File: config.mk
export PLATFORM = sky130hd
export DESIGN_NAME = lsu_serial_port_flat
export DESIGN_NICKNAME = d
export VERILOG_FILES = /design/src/rtl/lsu_serial_port_pkg.sv /design/src/rtl/lsu_serial_port_if.sv /design/src/rtl/lsu_serial_port_rd_track.sv /design/src/rtl/lsu_serial_port.sv /design/src/flat_wrapper.sv
export SDC_FILE = /design/constraint.sdc
export NUM_CORES = 1
export LEC_CHECK = 0
export BUFFER_PORTS_ARGS = -buffer_cell sky130_fd_sc_hd__buf_2
export CORE_MARGIN = 5
export CORE_UTILIZATION = 56
export CTS_CLUSTER_DIAMETER = 150
export DETAILED_ROUTE_END_ITERATION = 12
export PLACE_DENSITY_LB_ADDON = 0.05
export SLEW_MARGIN = 20
export SYNTH_ARGS = -nofsm -noshare
export SYNTH_HDL_FRONTEND = slang
export SYNTH_SLANG_ARGS = --single-unit
File: constraint.sdc
create_clock -name clk -period 8 [get_ports clk]
set_input_delay 0.8 -clock clk [delete_from_list [all_inputs] [get_ports clk]]
set_output_delay 0.8 -clock clk [all_outputs]
set_load 0.03 [all_outputs]
File: src/rtl/lsu_serial_port_pkg.sv
// lsu_serial_port_pkg: shared size/state encodings and constants for the serial load/store unit.
package lsu_serial_port_pkg;
    localparam logic [1:0] MEM_BYTE = 2'd0;
    localparam logic [1:0] MEM_HALF = 2'd1;
    localparam logic [1:0] MEM_WORD = 2'd2;
    localparam logic [31:0] ZeroWord = 32'h0;
    localparam logic [7:0] ZeroByte = 8'h0;
    typedef enum logic [2:0] {S_IDLE, S_WR, S_RD, S_DRAIN, S_DONE} state_t;
    function automatic logic [2:0] size_bytes(input logic [1:0] size);
        return size == MEM_BYTE ? 3'd1 : size == MEM_HALF ? 3'd2 : 3'd4;
    endfunction
endpackage

File: src/rtl/lsu_serial_port_if.sv
// lsu_serial_port_if: pipeline request/response and narrow memory bus signals of the load/store unit.
interface lsu_serial_port_if #(
    parameter int XLEN   = 32,
    parameter int ADDR_W = 32,
    parameter int BUS_W  = 8
);
    logic              req_valid_i;
    logic              req_ready_o;
    logic              req_we_i;
    logic [1:0]        req_size_i;
    logic              req_sign_i;
    logic [ADDR_W-1:0] req_addr_i;
    logic [XLEN-1:0]   req_wdata_i;
    logic              flush_i;
    logic              resp_valid_o;
    logic [XLEN-1:0]   resp_rdata_o;
    logic              busy_o;
    logic [ADDR_W-1:0] mem_addr_o;
    logic              mem_we_o;
    logic [BUS_W/8-1:0] mem_be_o;
    logic [BUS_W-1:0]  mem_wdata_o;
    logic [BUS_W-1:0]  mem_rdata_i;
    logic              mem_stall_i;
    modport slave (
        input  req_valid_i, req_we_i, req_size_i, req_sign_i, req_addr_i, req_wdata_i, flush_i,
               mem_rdata_i, mem_stall_i,
        output req_ready_o, resp_valid_o, resp_rdata_o, busy_o,
               mem_addr_o, mem_we_o, mem_be_o, mem_wdata_o
    );
    modport master (
        output req_valid_i, req_we_i, req_size_i, req_sign_i, req_addr_i, req_wdata_i, flush_i,
               mem_rdata_i, mem_stall_i,
        input  req_ready_o, resp_valid_o, resp_rdata_o, busy_o,
               mem_addr_o, mem_we_o, mem_be_o, mem_wdata_o
    );
endinterface

File: src/rtl/lsu_serial_port_rd_track.sv
// lsu_rd_track: RD_LAT-deep valid+beat-tag pipe matching read beats to returning bus data.
module lsu_rd_track #(
    parameter int RD_LAT = 2,
    parameter int TAG_W  = 2
) (
    input  logic             clk,
    input  logic             rst,
    input  logic             i_flush,
    input  logic             i_push,
    input  logic [TAG_W-1:0] i_tag,
    output logic             o_head_valid,
    output logic [TAG_W-1:0] o_head_tag
);
    logic [RD_LAT-1:0]            r_valid;
    logic [RD_LAT-1:0][TAG_W-1:0] r_tag;

    always_ff @(posedge clk) begin
        if (rst || i_flush) begin
            r_valid <= '0;
            r_tag <= '0;
        end else begin
            r_valid[0] <= i_push;
            r_tag[0] <= i_tag;
            for (int s = 1; s < RD_LAT; s++) begin
                r_valid[s] <= r_valid[s-1];
                r_tag[s] <= r_tag[s-1];
            end
        end
    end

    assign o_head_valid = r_valid[RD_LAT-1];
    assign o_head_tag = r_tag[RD_LAT-1];
endmodule

File: src/rtl/lsu_serial_port.sv
// lsu_serial_port: splits one load/store into BUS_W-wide beats on a byte-addressed bus and
// reassembles and extends load data returning after a fixed read latency.
module lsu_serial_port
    import lsu_serial_port_pkg::*;
#(
    parameter int XLEN   = 32,
    parameter int ADDR_W = 32,
    parameter int BUS_W  = 8,
    parameter int RD_LAT = 2
) (
    input logic clk,
    input logic rst,
    lsu_serial_port_if.slave lsu
);
    localparam int BB = BUS_W / 8;

    state_t            r_state, w_next;
    logic [1:0]        r_beat, r_nlast;
    logic [2:0]        r_nbytes;
    logic              r_sign, r_we;
    logic [ADDR_W-1:0] r_addr;
    logic [XLEN-1:0]   r_wdata, r_asm, w_ext;
    logic              w_accept, w_xfer, w_beat_go, w_last, w_head_valid;
    logic [1:0]        w_head_tag;
    logic [2:0]        w_req_nbytes;
    logic [7:0]        w_off;

    lsu_rd_track #(.RD_LAT(RD_LAT), .TAG_W(2)) u_track (
        .clk(clk),
        .rst(rst),
        .i_flush(lsu.flush_i),
        .i_push(w_beat_go && r_state == S_RD),
        .i_tag(r_beat),
        .o_head_valid(w_head_valid),
        .o_head_tag(w_head_tag)
    );

    always_comb begin
        lsu.resp_valid_o = r_state == S_DONE;
        lsu.req_ready_o = r_state == S_IDLE && !lsu.resp_valid_o;
        lsu.busy_o = (lsu.req_valid_i && !lsu.resp_valid_o) || (r_state != S_IDLE && r_state != S_DONE);
        w_accept = lsu.req_valid_i && lsu.req_ready_o;
        w_req_nbytes = size_bytes(lsu.req_size_i);
        w_xfer = r_state == S_WR || r_state == S_RD;
        w_beat_go = w_xfer && !lsu.mem_stall_i;
        w_last = r_beat == r_nlast;
        w_off = 8'(w_head_tag) * 8'(BUS_W);
        // in-order beats: the last tag reaching the head means every beat has returned
        w_next = r_state == S_IDLE  ? (w_accept ? (lsu.req_we_i ? S_WR : S_RD) : S_IDLE)
               : r_state == S_WR    ? (w_beat_go && w_last ? S_DONE : S_WR)
               : r_state == S_RD    ? (w_beat_go && w_last ? S_DRAIN : S_RD)
               : r_state == S_DRAIN ? (w_head_valid && w_head_tag == r_nlast ? S_DONE : S_DRAIN)
               : S_IDLE;
        lsu.mem_addr_o = w_xfer ? r_addr + ADDR_W'(r_beat) * ADDR_W'(BB) : '0;
        lsu.mem_we_o = w_beat_go && r_state == S_WR;
        lsu.mem_wdata_o = r_state == S_WR ? BUS_W'(r_wdata >> (8'(r_beat) * 8'(BUS_W))) : '0;
        lsu.mem_be_o = '0;
        for (int j = 0; j < BB; j++)
            lsu.mem_be_o[j] = w_beat_go && (4'(r_beat) * 4'(BB) + 4'(j) < {1'b0, r_nbytes});
        w_ext = r_nbytes == 3'd1 ? {{(XLEN-8){r_sign & r_asm[7]}}, r_asm[7:0]}
              : r_nbytes == 3'd2 ? {{(XLEN-16){r_sign & r_asm[15]}}, r_asm[15:0]}
              : r_asm;
        lsu.resp_rdata_o = r_state == S_DONE && !r_we ? w_ext : XLEN'(ZeroWord);
    end

    always_ff @(posedge clk) begin
        if (rst) begin
            r_state <= S_IDLE;
            r_beat <= '0;
            r_nlast <= '0;
            r_nbytes <= '0;
            r_sign <= 1'b0;
            r_we <= 1'b0;
            r_addr <= '0;
            r_wdata <= '0;
            r_asm <= '0;
        end else if (lsu.flush_i && r_state != S_IDLE) begin
            r_state <= S_IDLE;
        end else begin
            r_state <= w_next;
            if (w_accept) begin
                r_beat <= '0;
                r_nlast <= 2'((w_req_nbytes - 3'd1) / 3'(BB));
                r_nbytes <= w_req_nbytes;
                r_sign <= lsu.req_sign_i;
                r_we <= lsu.req_we_i;
                r_addr <= lsu.req_addr_i;
                r_wdata <= lsu.req_wdata_i;
                r_asm <= '0;
            end
            if (w_beat_go)
                r_beat <= r_beat + 2'd1;
            if (w_head_valid)
                r_asm[w_off +: BUS_W] <= lsu.mem_rdata_i;
        end
    end
endmodule
File: src/flat_wrapper.sv
// flat-port wrapper written by rule: the top's interface ports become plain ports
module lsu_serial_port_flat import lsu_serial_port_pkg::*;
#(
    parameter int XLEN   = 32,
    parameter int ADDR_W = 32,
    parameter int BUS_W  = 8,
    parameter int RD_LAT = 2
)
  (clk, rst, lsu_req_valid_i, lsu_req_we_i, lsu_req_size_i, lsu_req_sign_i, lsu_req_addr_i, lsu_req_wdata_i, lsu_flush_i, lsu_mem_rdata_i, lsu_mem_stall_i, lsu_req_ready_o, lsu_resp_valid_o, lsu_resp_rdata_o, lsu_busy_o, lsu_mem_addr_o, lsu_mem_we_o, lsu_mem_be_o, lsu_mem_wdata_o);
  lsu_serial_port_if #(.XLEN(XLEN), .ADDR_W(ADDR_W), .BUS_W(BUS_W)) lsu_i ();
  input logic clk;
  input logic rst;
  input wire logic [$bits(lsu_i.req_valid_i)-1:0] lsu_req_valid_i;
  input wire logic [$bits(lsu_i.req_we_i)-1:0] lsu_req_we_i;
  input wire logic [$bits(lsu_i.req_size_i)-1:0] lsu_req_size_i;
  input wire logic [$bits(lsu_i.req_sign_i)-1:0] lsu_req_sign_i;
  input wire logic [$bits(lsu_i.req_addr_i)-1:0] lsu_req_addr_i;
  input wire logic [$bits(lsu_i.req_wdata_i)-1:0] lsu_req_wdata_i;
  input wire logic [$bits(lsu_i.flush_i)-1:0] lsu_flush_i;
  input wire logic [$bits(lsu_i.mem_rdata_i)-1:0] lsu_mem_rdata_i;
  input wire logic [$bits(lsu_i.mem_stall_i)-1:0] lsu_mem_stall_i;
  output wire logic [$bits(lsu_i.req_ready_o)-1:0] lsu_req_ready_o;
  output wire logic [$bits(lsu_i.resp_valid_o)-1:0] lsu_resp_valid_o;
  output wire logic [$bits(lsu_i.resp_rdata_o)-1:0] lsu_resp_rdata_o;
  output wire logic [$bits(lsu_i.busy_o)-1:0] lsu_busy_o;
  output wire logic [$bits(lsu_i.mem_addr_o)-1:0] lsu_mem_addr_o;
  output wire logic [$bits(lsu_i.mem_we_o)-1:0] lsu_mem_we_o;
  output wire logic [$bits(lsu_i.mem_be_o)-1:0] lsu_mem_be_o;
  output wire logic [$bits(lsu_i.mem_wdata_o)-1:0] lsu_mem_wdata_o;
  assign lsu_i.req_valid_i = lsu_req_valid_i;
  assign lsu_i.req_we_i = lsu_req_we_i;
  assign lsu_i.req_size_i = lsu_req_size_i;
  assign lsu_i.req_sign_i = lsu_req_sign_i;
  assign lsu_i.req_addr_i = lsu_req_addr_i;
  assign lsu_i.req_wdata_i = lsu_req_wdata_i;
  assign lsu_i.flush_i = lsu_flush_i;
  assign lsu_i.mem_rdata_i = lsu_mem_rdata_i;
  assign lsu_i.mem_stall_i = lsu_mem_stall_i;
  assign lsu_req_ready_o = lsu_i.req_ready_o;
  assign lsu_resp_valid_o = lsu_i.resp_valid_o;
  assign lsu_resp_rdata_o = lsu_i.resp_rdata_o;
  assign lsu_busy_o = lsu_i.busy_o;
  assign lsu_mem_addr_o = lsu_i.mem_addr_o;
  assign lsu_mem_we_o = lsu_i.mem_we_o;
  assign lsu_mem_be_o = lsu_i.mem_be_o;
  assign lsu_mem_wdata_o = lsu_i.mem_wdata_o;
  lsu_serial_port #(.XLEN(XLEN), .ADDR_W(ADDR_W), .BUS_W(BUS_W), .RD_LAT(RD_LAT)) u_core (.clk(clk), .rst(rst), .lsu(lsu_i));
endmodule
# [Word-level counts from Yosys, hierarchy flattened]
# Cells that the tools add are included.
[classes] eq_ne=10 magnitude_cmp=1 shifts=3 bitwise=3 div_mod_pow=0 n_mux=23 mul=0 n_addsub=4 reduce_logical=25
[ops] op="32-bit 2-to-1 mux" count=8
[ops] op="32-bit by 2-bit adder with 32-bit output" count=1
[ops] op="32-bit bitwise mux" count=1
[ops] op="8-bit by 10-bit variable shift with 32-bit output, first input constant" count=1
[ops] op="8-bit by 10-bit variable part select with 32-bit output" count=1
[ops] op="32-bit by 5-bit >> shifter with 8-bit output" count=1
[ops] op="3-bit 2-to-1 mux" count=9
[ops] op="1-bit logical AND" count=12
[ops] op="5-bit negator with 10-bit output" count=1
[ops] op="3-bit by 2-bit == test with 1-bit output, second input constant" count=3
[ops] op="8-bit 2-to-1 mux" count=1
[ops] op="3-bit by 1-bit == test with 1-bit output, second input constant" count=2
[ops] op="2-bit 2-to-1 mux" count=3
[ops] op="2-bit == test" count=2
[ops] op="2-bit AND reduction" count=2
[ops] op="3-bit == test, second input constant" count=1
[ops] op="1-bit zero test" count=3
[ops] op="3-bit zero test" count=1
[ops] op="1-bit logical OR" count=3
[ops] op="2-bit by 3-bit < comparator with 1-bit output" count=1
[ops] op="3-bit inequality test, second input constant" count=1
[ops] op="3-bit nonzero test" count=1
[ops] op="2-bit by 1-bit adder with 2-bit output, second input constant" count=1
[ops] op="1-bit AND" count=2
[ops] op="other kinds (7)" count=7
[word_totals] inputBits=81 mem_bits_ro=0 mem_bits_rw=0 elab_cells=81 ff_bits=114 latch_bits=0 n_memories=0

# [Longest topological paths before layout]
[depth] depth_word=9 ltp_mapped=9 ltp_nobuf=7

# [Hierarchy]
# A second synthesis with hierarchy kept.
[hier_totals] hier_cells=732 hier_area_um2=5565.3
[by_module_without_submodules] module="lsu_serial_port" area_each_um2=5385.2 instances=1 cells_per_inst=718
[by_module_without_submodules] module="lsu_rd_track" area_each_um2=180.2 instances=1 cells_per_inst=14

# [Least setup slack after synthesis]
# No wires, ideal clock.
[synth_timing] path_kind="reg-to-output" start="register u_core.r_beat[1]" end="output lsu_mem_addr_o[30]" setup_slack_ns=4.174 stages_incl_launch_ff=10 t_arrival_ns=3.026 path_cell_list="dfxtp_1 > buf_1 > inv_1 > fa_1 > and3b_1 > clkbuf_1 > nand3_1 > clkbuf_1 > or4_1 > a21oi_1"
[synth_via] elab_chain_len=2
[synth_lines] item="from (decl)" line_no="lsu_serial_port.sv:18" rtl="logic [1:0] r_beat, r_nlast;"
[synth_lines] item="from (signal assigned)" line_no="lsu_serial_port.sv:92" rtl="r_beat <= r_beat + 2'd1;"
[synth_lines] item="32-bit by 2-bit adder with 32-bit output" line_no="lsu_serial_port.sv:54" rtl="lsu.mem_addr_o = w_xfer ? r_addr + ADDR_W'(r_beat) * ADDR_W'(BB) : '0;"
[synth_lines] item="32-bit 2-to-1 mux" line_no="lsu_serial_port.sv:54"
[synth_lines] item="to (decl)" line_no="flat_wrapper.sv:26" rtl="output wire logic [$bits(lsu_i.mem_addr_o)-1:0] lsu_mem_addr_o;"
# No other way between the ends.

# [Worst setup path after layout]
[layout_timing] start="register u_core.r_beat[0]" end="output lsu_mem_addr_o[20]"
# Same word-level chain as after synthesis.

==> key figures <==
Setup path
  – Req. time, crit path: 7.20 ns
  – CP arrival: 3.90 ns
  – Startpoint Class: register
  – Largest fanout on the critical path: 16
  – Worst Setup Path Type: register to output pin
  – Worst setup EP type: output pin

STA
  – Setup repair after global routing missed its margin: false
  – Final Hold Violating Endpoints: 0
  – Period utilisation layout: 58.7%
  – Min Tclk post-route: 4.70 ns
  – Final setup violation count: 0
  – Fin. max-slew vios: 0
  – Slew margin rel.: 25.4%
  – Slew @ Worst Pin: 1.11 ns
  – Final setup skew: 0.00506 ns
  – Setup TNS: 0 ns
  – Fmax: 0.213 GHz

Worst hold path
  – Hold WC Path Type: register to register

Synth
  – Share of the synthesized area in the top cell type: 40.7%
  – Yosys reg bits: 113
  – Count leader, synth: nand2_1
  – Post-synthesis net count: 818
  – Post-synth EDFFs: 0
  – Main flop type after synthesis: dfxtp_1
  – Sequential share of the synthesized area: 40.7%
  – Post-synth top area cell: dfxtp_1
  – Cell count after synthesis: 728
  – Cell area after synthesis: 5560 um2
  – Async S/R FF share, synth: 0%
  – Synth Warn #: 0
  – Synth area leaders: dfxtp_1 (41%), nand2_1 (13%), a21oi_1 (9.3%)
  – Distinct cells, synth: 50
  – Avg Cell Area, Syn: 7.64 um2
  – Synth cell count leaders: nand2_1 (197), dfxtp_1 (113), a21oi_1 (103)

Finish
  – Fillers: 824
  – Area delta synth->final: 25.5%
  – # diodes: 0
  – Final Instance Area: 6980 um2
  – Fin util: 71.8%
  – Layout cells sized above 1: 24.1%
  – Final net count: 951

Global route
  – Largest net degree at the start of global routing: 82
  – Gr usage total: 26.7%
  – Vias in the first global route: 5412
  – Initial antenna violation count: 0
  – First-pass GRT wire length: 25.2 mm
  – GRT overflow: 0

Clocking
  – Post-CTS Hold Buffers: 0
  – Setup Fix Bufs, Post-CTS: 0
  – Clk pin slew, worst setup/hold paths: 0.06 ns
  – Worst skew pair latency: 0.53 ns
  – CTS tree: yes
  – Root Driver: clkbuf_8
  – Total CTS buffers: 17
  – CTS-repair resized insts: 0
  – CTS H-tree lvls: 4
  – Count of clock tree sinks: 113
  – CTS max path bufs: 2

Routing
  – WL per Instance: 15.4 um
  – First-iteration detailed-routing DRC count: 525
  – Vias: 5671
  – Residual DRC: 0
  – Detailed-route wire length: 15.5 mm
  – Initial DRT Pass Iterations: 8
  – Vias/cell: 5.63
  – Detail Route Antenna Nets: 0

Pwr
  – Internal power: 1.19 mW
  – Clk network pwr share: 48.4%
  – Leakage: 2.85 nW
  – Share of power burned in registers: 38.7%
  – Sw Ratio: 26.6%
  – Comb pwr share: 12.8%
  – Psw: 0.433 mW
  – P per Cell Area: 233 nW/um2
  – VDD IR-drop max: 0.156 mV

Floorplan
  – Placeable Area: 9730 um2
  – Die width: 110 um
  – Row Count: 36
  – Die area: 12000 um2
  – Initial Util: 57.2%
  – IO Pins: 158
  – Die H: 110 um

Job
  – Max-cap viol count: 0

Placement
  – # port buffers: 157
  – DP Wirelength: 10.7 mm
  – Placed cell area: 6340 um2
  – RD Place Congestion: 0.824

Status
  – Outcome: finished, final reports clean
-- area by class of cell --
cell class	count	area (um2)	share of cell area (%)
clock buffers	25	504	7.22
flip-flops and latches	113	2260	32.4
repair buffers	162	823	11.8
clock inverters	7	121	1.74
inverters	14	52.6	0.753
multi-input cells	553	3050	43.7
well taps	133	166	2.38
-- metrics by stage --
stage                     worst slack (ns)  cells  hold slack (ns)  total power, mW
after floorplan                       4.17    728            0.406            0.781
after global placement                3.86    975            0.411            0.842
after detailed placement              3.81    975            0.410            0.848
after CTS                             3.22   1007            0.423             1.63
after global routing                  2.95   1007            0.462             1.69
final                                 3.30   1007            0.423             1.63
-- sequential cells by signal, indices dropped and copies added, names as in the netlist --
| name | flops |
|---|---|
| u_core.r_nbytes | 3 |
| u_core.u_track.r_valid | 2 |
| u_core.r_asm | 32 |
| u_core.u_track.o_head_tag | 2 |
| u_core.u_track.r_tag | 2 |
| u_core.r_we | 1 |
| u_core.r_nlast | 1 |
| u_core.r_beat | 2 |
| u_core.r_wdata | 32 |
| u_core.r_addr | 32 |
| u_core.r_state | 3 |
| u_core.r_sign | 1 |
-- cells by family after synthesis --
kind of cell             Yosys count  synth area share (%)
XOR/XNOR                          14                  2.20
adder cells (fa/ha/maj)            9                  2.16
AO/OA/AOI/OAI                    187                  18.6
multiplexers                      10                  3.60
AND/OR/NAND/NOR                  333                  28.0
buffers and inverters             62                  4.79
flip-flops                       113                  40.7
-- critical path, cell delays in order (launching register included) --
cell and delay, ns:
dfxtp_1 0.84, ha_1 0.29, inv_1 0.06, fa_1 0.39
and3b_1 0.35, nand3_1 0.44, or4_1 0.64, a21oi_1 0.14
buf_2 0.22
-- layer usage --
layer,GRT usage (%),vias to the layer above,share of wire (%)
met5,0,-,0
met2,44.9,234,49
li1,-,2792,-
met3,6.87,16,7.5
met4,8.01,0,0.95
met1,33.7,2629,43
-- power by group through the flow --
stage               clock network (mW)  registers [mW]  logic, mW
floorplan                            0           0.625      0.156
global placement                     0           0.639      0.203
detailed placement                   0           0.641      0.207
CTS                              0.796           0.629      0.209
global route                     0.823           0.635      0.233
finish                           0.788           0.630      0.209
-- cells in the final DEF, fill, tap and decap left out, types with 5 or more instances in the layout --
| cell | netlist | final |
|---|---|---|
| mux4_2 | 8 | 8 |
| nor2_1 | 33 | 33 |
| clkbuf_8 | 0 | 7 |
| buf_2 | 5 | 157 |
| o31ai_1 | 14 | 14 |
| dfxtp_1 | 113 | 113 |
| or3_1 | 6 | 6 |
| xnor2_1 | 6 | 6 |
| nand3_1 | 11 | 11 |
| or4_1 | 19 | 19 |
| nand4_1 | 9 | 9 |
| nor3_1 | 9 | 9 |
| a21oi_1 | 103 | 103 |
| clkbuf_16 | 0 | 16 |
| and2_1 | 16 | 16 |
| buf_4 | 0 | 5 |
| inv_1 | 14 | 14 |
| o21ai_0 | 52 | 52 |
| xor2_1 | 8 | 8 |
| ha_1 | 8 | 8 |
| nand2_1 | 197 | 197 |
| nor2b_1 | 9 | 9 |
-- worst paths after layout --
kind | cells past startpoint | startpoint | slack (ns) | endpoint
hold / removal | 1 | u_core.u_track.r_tag[0] | 0.42 | u_core.u_track.o_head_tag[0]
hold reg to reg | 1 | u_core.u_track.r_tag[0] | 0.42 | u_core.u_track.o_head_tag[0]
setup / recovery | 8 | u_core.r_beat[0] | 3.30 | lsu_mem_addr_o[20]
setup reg to reg | 5 | u_core.r_state[0] | 5.50 | u_core.r_addr[22]
(Power assumes the default switching activity.)
